--- config.mk ---
export PLATFORM = sky130hd
export DESIGN_NAME = ram_job_dispatcher
export DESIGN_NICKNAME = d
export VERILOG_FILES = /design/src/rtl/ram_job_dispatcher.sv
export SDC_FILE = /design/constraint.sdc
export NUM_CORES = 1
export LEC_CHECK = 0
export ABC_CLOCK_PERIOD_IN_PS = 2550
export CORE_MARGIN = 8
export CORE_UTILIZATION = 50
export DETAILED_ROUTE_END_ITERATION = 7
export GPL_ROUTABILITY_DRIVEN = 0
export PLACE_DENSITY = 0.87
export SETUP_SLACK_MARGIN = 0.05
export SYNTH_ARGS = -nofsm -noshare
export SYNTH_HDL_FRONTEND = slang
export SYNTH_SLANG_ARGS = --single-unit
--- constraint.sdc ---
create_clock -name clk -period 2.55 [get_ports clk]
set_input_delay 0.3825 -clock clk [delete_from_list [all_inputs] [get_ports clk]]
set_output_delay 0.3825 -clock clk [all_outputs]
set_load 0.1 [all_outputs]
--- src/rtl/ram_job_dispatcher.sv ---
// Issues a batch of num_jobs jobs to read_write_ram over start/ready/done and reports completion.
// Optional per-job watchdog compiled in with `define DISPATCH_TIMEOUT_EN.
module ram_job_dispatcher #(
    parameter int CNT_W          = 8,
    parameter int TIMEOUT_CYCLES = 1024
) (
    input  logic             clk,
    input  logic             rst,
    input  logic             go,
    input  logic [CNT_W-1:0] num_jobs,
    output logic             busy,
    output logic             finished,
    output logic [CNT_W-1:0] jobs_done,
    output logic             timeout_err,
    output logic             start,
    input  logic             ready,
    input  logic             done
);

    typedef enum logic [1:0] {IDLE, ISSUE, WAIT} state_t;

    state_t           state, state_n;
    logic [CNT_W-1:0] target, target_n;
    logic [CNT_W-1:0] jobs_n, jobs_inc;
    logic             busy_n, finished_n, start_n;

    assign jobs_inc = jobs_done + CNT_W'(1);

`ifdef DISPATCH_TIMEOUT_EN
    localparam int WD_W = $clog2(TIMEOUT_CYCLES + 1);
    logic [WD_W-1:0] wdog, wdog_n;
    logic            terr, terr_n;
    assign timeout_err = terr;
`else
    assign timeout_err = 1'b0;
`endif

    always_ff @(posedge clk) begin
        if (rst) begin
            state     <= IDLE;
            target    <= '0;
            jobs_done <= '0;
            busy      <= 1'b0;
            finished  <= 1'b0;
            start     <= 1'b0;
`ifdef DISPATCH_TIMEOUT_EN
            wdog      <= '0;
            terr      <= 1'b0;
`endif
        end else begin
            state     <= state_n;
            target    <= target_n;
            jobs_done <= jobs_n;
            busy      <= busy_n;
            finished  <= finished_n;
            start     <= start_n;
`ifdef DISPATCH_TIMEOUT_EN
            wdog      <= wdog_n;
            terr      <= terr_n;
`endif
        end
    end

    always_comb begin
        state_n    = state;
        target_n   = target;
        jobs_n     = jobs_done;
        busy_n     = busy;
        finished_n = 1'b0;
        start_n    = 1'b0;
`ifdef DISPATCH_TIMEOUT_EN
        wdog_n     = wdog;
        terr_n     = terr;
`endif
        case (state)
            IDLE: begin
                if (go) begin
                    jobs_n = '0;
`ifdef DISPATCH_TIMEOUT_EN
                    terr_n = 1'b0;
`endif
                    if (num_jobs != '0) begin
                        target_n = num_jobs;
                        busy_n   = 1'b1;
                        state_n  = ISSUE;
                    end else begin
                        // Empty batch completes immediately without touching downstream
                        finished_n = 1'b1;
                    end
                end
            end
            ISSUE: begin
                if (ready) begin
                    start_n = 1'b1;
`ifdef DISPATCH_TIMEOUT_EN
                    wdog_n  = '0;
`endif
                    state_n = WAIT;
                end
            end
            WAIT: begin
                if (done) begin
                    jobs_n = jobs_inc;
                    if (jobs_inc == target) begin
                        busy_n     = 1'b0;
                        finished_n = 1'b1;
                        state_n    = IDLE;
                    end else begin
                        state_n = ISSUE;
                    end
                end
`ifdef DISPATCH_TIMEOUT_EN
                // wdog counts WAIT cycles already spent; this is the last allowed one
                else if (wdog == WD_W'(TIMEOUT_CYCLES - 1)) begin
                    terr_n     = 1'b1;
                    busy_n     = 1'b0;
                    finished_n = 1'b1;
                    state_n    = IDLE;
                end else begin
                    wdog_n = wdog + WD_W'(1);
                end
`endif
            end
            default: state_n = IDLE;
        endcase
    end

endmodule
==> results of run 1 <==
-- layout make-up --
cell class	count	share of cell area [%]
multi-input cells	115	50.9
inverters	2	0.510
flip-flops and latches	21	28.9
clock buffers	4	1.79
repair buffers	26	15.3
well taps	30	2.55
-- cell families (layout without fill, tap and decap cells) --
group | count (synthesis) | after routing | share of synthesized area [%]
AOI/OAI and AO/OA | 43 | 43 | 23.6
xor gates and xnor gates | 8 | 8 | 5.70
adders and majority gates | 1 | 1 | 1.02
buffers and inverters | 12 | 32 | 4.88
DFF | 21 | 21 | 34.2
muxes | 6 | 6 | 4.88
other | 1 | 1 | 0.305
and+or+nand+nor | 56 | 56 | 25.4
-- flip-flops by register name, summed over array words and instances, names as in the netlist --
register and count:
busy 1, finished 1, jobs_done 8, start 1, state 2, target 8
-- worst paths after layout --
check,start,end,slack (ns),depth (start not counted)
setup / recovery,jobs_done[0],busy,0.39,6
hold / removal,busy,busy,0.52,1
setup reg to reg,jobs_done[0],busy,0.39,6
hold reg to reg,busy,busy,0.52,1
-- synth_stat cells (all sizes together), types with 2 or more instances --
| cell | number | area share, % |
|---|---|---|
| nand3 | 3 | 1.6 |
| clkbuf | 4 | 1.2 |
| and3b | 2 | 1.4 |
| inv | 2 | 0.61 |
| buf | 6 | 3.1 |
| dfxtp | 21 | 34 |
| xor2 | 3 | 2.1 |
| nor2 | 22 | 6.7 |
| nor3 | 3 | 1.2 |
| a2111oi | 2 | 2.0 |
| or4 | 3 | 1.9 |
| a22oi | 3 | 1.8 |
| xnor2 | 5 | 3.6 |
| a211oi | 2 | 1.6 |
| a41oi | 2 | 1.4 |
| a21oi | 13 | 5.3 |
| or3 | 4 | 2.6 |
| and2 | 2 | 1.1 |
| mux2i | 6 | 4.9 |
| nor2b | 2 | 1.0 |
| nand2 | 6 | 1.8 |
| o31a | 2 | 1.4 |
| o21ai | 13 | 5.6 |
| nand4 | 2 | 1.0 |
-- power by group --
part	switching, uW	leakage [uW]	internal, uW	total, uW
Combinational	87.2	0.000377	61.9	149
Sequential	20.6	0.000173	344	365
Clock	97.7	0.0000150	61.0	159
-- per-layer routing --
layer | share of wire [%] | track usage, % | routed length (um) | vias up
met2 | 51 | 26.2 | 1500 | 34
li1 | - | - | - | 578
met1 | 42 | 16.8 | 1230 | 552
met3 | 6.3 | 3.57 | 186 | 5
met4 | 1.4 | 5.45 | 40 | 0
met5 | 0 | 0 | 0 | -
-- through the flow --
step | std cells | setup WS, ns | util (%) | cell area, um^2 | power (uW)
2_1_floorplan | 148 | 0.105 | - | 1230 | 473
6_report | 198 | 0.386 | 61.1 | 1470 | 673
5_1_grt | 198 | 0.197 | 61.1 | 1470 | 708
4_1_cts | 198 | 0.377 | 61.1 | 1470 | 677
3_5_place_dp | 194 | 0.240 | 60.0 | 1450 | 521
3_3_place_gp | 194 | 0.346 | 60.0 | 1450 | 514
-- cells in the final DEF (no fill, tap or decap), types with 4 or more instances in the layout --
cell type / n
nor2_1: 22
nand2_1: 6
o21ai_0: 12
xnor2_1: 5
a21oi_1: 13
buf_4: 14
dfxtp_1: 17
mux2i_1: 6
dfxtp_2: 4
clkdlybuf4s50_1: 12
-- critical path, cell delays in order, from the launching register on --
cell and delay, ns:
dfxtp_2 0.43, ha_1 0.33, nand3_2 0.16, or3_4 0.40
a2111oi_2 0.38, o2111a_1 0.27, o31a_1 0.13
==> results.cfg, run 1 <==
[clock_tree]
insertion_delay_ns = 0.30
cts_made_buffers = 3
cts_hold_buf = 0
cts_tree = done
cts_buffer_depth = 2
cts_resized = 0
path_clk_slew_ns = 0.11
cts_setup_buffers = 0
clock-sinks = 21
htree_levels = 1
ctsRootBufferMaster = clkbuf_4

[power]
powerDensity_nw_per_um2 = 457
p_leak_uw = 0.000566
vdd_drop_max_mv = 0.439

[synthesis]
syn-num-nets = 162
synthArstFlopShare_pct = 0
syn_inst = 148
syn-cell-area_um2 = 1230
synth_edf_count = 0
ys_ff_latch = 21
ys_warn_count = 0
avgSynthCellArea_um2 = 8.31
synth_cell_types = 48
ys_seq_area_share_pct = 34.2
synth_ff_type = dfxtp_1

[setup_path]
cp.arrival_ns = 2.42
worstPathMaxFanout = 8
cp-end-kind = flop
startpoint_type = flop
crit_type = flop to flop
critical_path_required_ns = 2.80

[drt]
drt_iter0_markers = 25
drtAntennaViolNets = 0
vias = 1169
firstDrtPassIters = 4
post_drt_via_cell_ratio = 5.90
routed_wl_mm = 2.95
routedWlPerCell_um = 14.9
drc = 0

[die]
io_pins = 25
dieWidth_um = 65.6
floorplan.die_area_um2 = 4300
fp.dieH_um = 65.6
core_um2 = 2410
start_util_pct = 51.0
rows = 18

[global_routing]
grt_pass1_vias = 1159
grt_start_max_net_pins = 22
grt_pass1_wl_mm = 5.21
antenna_found_initial = 0
gr-usage-all-layers_pct = 14.8
overflow = 0

[cells_and_area]
multiInputGateArea_um2 = 749
regArea_um2 = 425
final_nets = 183
fillers = 203
n_antenna_cell = 0
drive_gt1_share_pct = 20.2
areaGrowthSynthToFinish_pct = 19.6

[sta]
setup_viol = 0
slew_headroom_pct = 66.3
final_max_slew_viol_count = 0
rsz0062_at_grt = false
fin_tns_setup_ns = 0
fin_crit_sh_pct = 84.9
whs_ns = 0.525
finalHoldViolCount = 0
tightest_slew_ns = 0.504
period_needed_ns = 2.16
finalClockSkew_ns = 0.00359
max_freq_mhz = 462

[min_path]
hold_class = flop to flop

[run]
drv_cap = 0

[status]
status = completed

[placement]
dp_hpwl_mm = 2.38
port_buffers = 23
(Power assumes the default switching activity.)
==> run 2: changes to the inputs <==
ABC_CLOCK_PERIOD_IN_PS = 2100   (was 2550)
clock period = 2.1 ns   (was 2.55 ns; I/O delays follow)
==> run 2 against run 1 <==
Compared with the run above:
- maximum frequency rose by 15%
- clock skew barely moved
- sequential share of layout area fell by 0.45 points
- die area did not move
- highest routed layer unchanged
- first-iteration DRC count rose by 68%
- largest cell class unchanged
==> results.cfg, run 2 (synthesis results as in run 1) <==
[status]
status = completed

[die]
floorplan.die_area_um2 = 4300
io_pins = 25
rows = 18
dieWidth_um = 65.6
start_util_pct = 51.0
fp.dieH_um = 65.6
core_um2 = 2410

[cells_and_area]
reg.largest.list = jobs_done (8), target (8), state (2)
n_antenna_cell = 0
areaGrowthSynthToFinish_pct = 26.6
postLayoutCoreUtil_pct = 64.6
layout_common_cells = nor2_1, buf_4, a21oi_1, dfxtp_1
final_nets = 186
final_common_cell = nor2_1
drive_gt1_share_pct = 26.3

[sta]
fin_crit_sh_pct = 89.9
rsz0062_at_grt = false
tightest_slew_ns = 0.497
final_max_slew_viol_count = 0
slew_headroom_pct = 66.4
finalClockSkew_ns = 0.00363
whs_ns = 0.550
setup_viol = 0
max_freq_mhz = 530
period_needed_ns = 1.89
finalHoldViolCount = 0

[setup_path]
rr_worst_depth = 5
worstPathMaxFanout = 8
r2r_slack_ns = 0.21
cp-end-kind = flop
crit_type = flop to flop
cp.arrival_ns = 2.14
startpoint_type = flop
critical_path_required_ns = 2.35

[power]
vdd_drop_max_mv = 0.521
p_leak_uw = 0.000591
powerDensity_nw_per_um2 = 540

[clock_tree]
cts_made_buffers = 3
path_clk_slew_ns = 0.12
cts_buffer_depth = 2
cts_tree = done
ctsRootBufferMaster = clkbuf_4
cts_setup_buffers = 0
clock-sinks = 21
insertion_delay_ns = 0.32
htree_levels = 1

[drt]
drc = 0
wl_met2_mm = 1.59
routed_wl_mm = 3.11
drt_iter0_markers = 42
routedWlPerCell_um = 15.5
firstDrtPassIters = 4
drtAntennaViolNets = 0
wl_met1_mm = 1.28
route.met3.wl_um = 153
highest_layer = met4
post_drt_via_cell_ratio = 5.96
vias = 1197

[min_path]
hold_depth = 2
hold_class = flop to flop

[global_routing]
grt_start_max_net_pins = 21
grt_pass1_wl_mm = 5.04
antenna_found_initial = 0
grt_pass1_vias = 1188
overflow = 0
gr-usage-all-layers_pct = 14.7

[placement]
dp_hpwl_mm = 2.43
port_buffers = 23

[run]
drv_cap = 0
==> run 2: metrics by stage <==
step / instance area (um^2) / power (uW) / setup slack, ns / TNS [ns] / instances
6_report: 1560 / 840 / 0.212 / 0 / 201
3_5_place_dp: 1520 / 640 / -0.0799 / -0.0886 / 197
2_1_floorplan: 1290 / 570 / 0.0605 / 0 / 148
3_3_place_gp: 1520 / 630 / 0.0324 / 0 / 197
5_1_grt: 1560 / 875 / 0.107 / 0 / 201
4_1_cts: 1550 / 843 / 0.119 / 0 / 201
==> run 2: critical path, stage by stage, from the launching register on <==
cell	delay [ns]
dfxtp_4	0.42
and4_1	0.31
a41oi_1	0.28
nor4b_2	0.44
nand4_1	0.16
a211oi_2	0.20
==> run 2: cell type report <==
type | instances | area (um^2)
clock inverters | 1 | 5.00
clock buffers | 3 | 22.5
fillers | 205 | 853
repair buffers | 29 | 248
flip-flops and latches | 21 | 443
inverters | 2 | 7.51
multi-input cells | 115 | 793
well taps | 30 | 37.5
==> run 2: timing repair <==
action	4_1_cts	5_1_grt
setup endpoints to repair	0	2
hold buffers	0	0
gates resized for setup	0	2
==> run 2: final timing paths <==
path,endpoint,from
worst max-delay path,finished,jobs_done[0]
worst min-delay path,jobs_done[5],jobs_done[5]
worst min register to register,jobs_done[5],jobs_done[5]
worst max register to register,finished,jobs_done[0]
==> run 2: per-layer routing <==
layer,track usage [%],vias to the layer above
met5,0,-
met4,10.9,0
met3,3.91,12
met2,24.8,34
met1,15.3,569
li1,-,582
==> run 2: where the power goes <==
group / total (uW) / switching [uW] / internal, uW
logic: 204 / 120 / 84.1
clock network: 205 / 134 / 71.4
registers: 430 / 18.3 / 412
total: 840 / 272 / 568
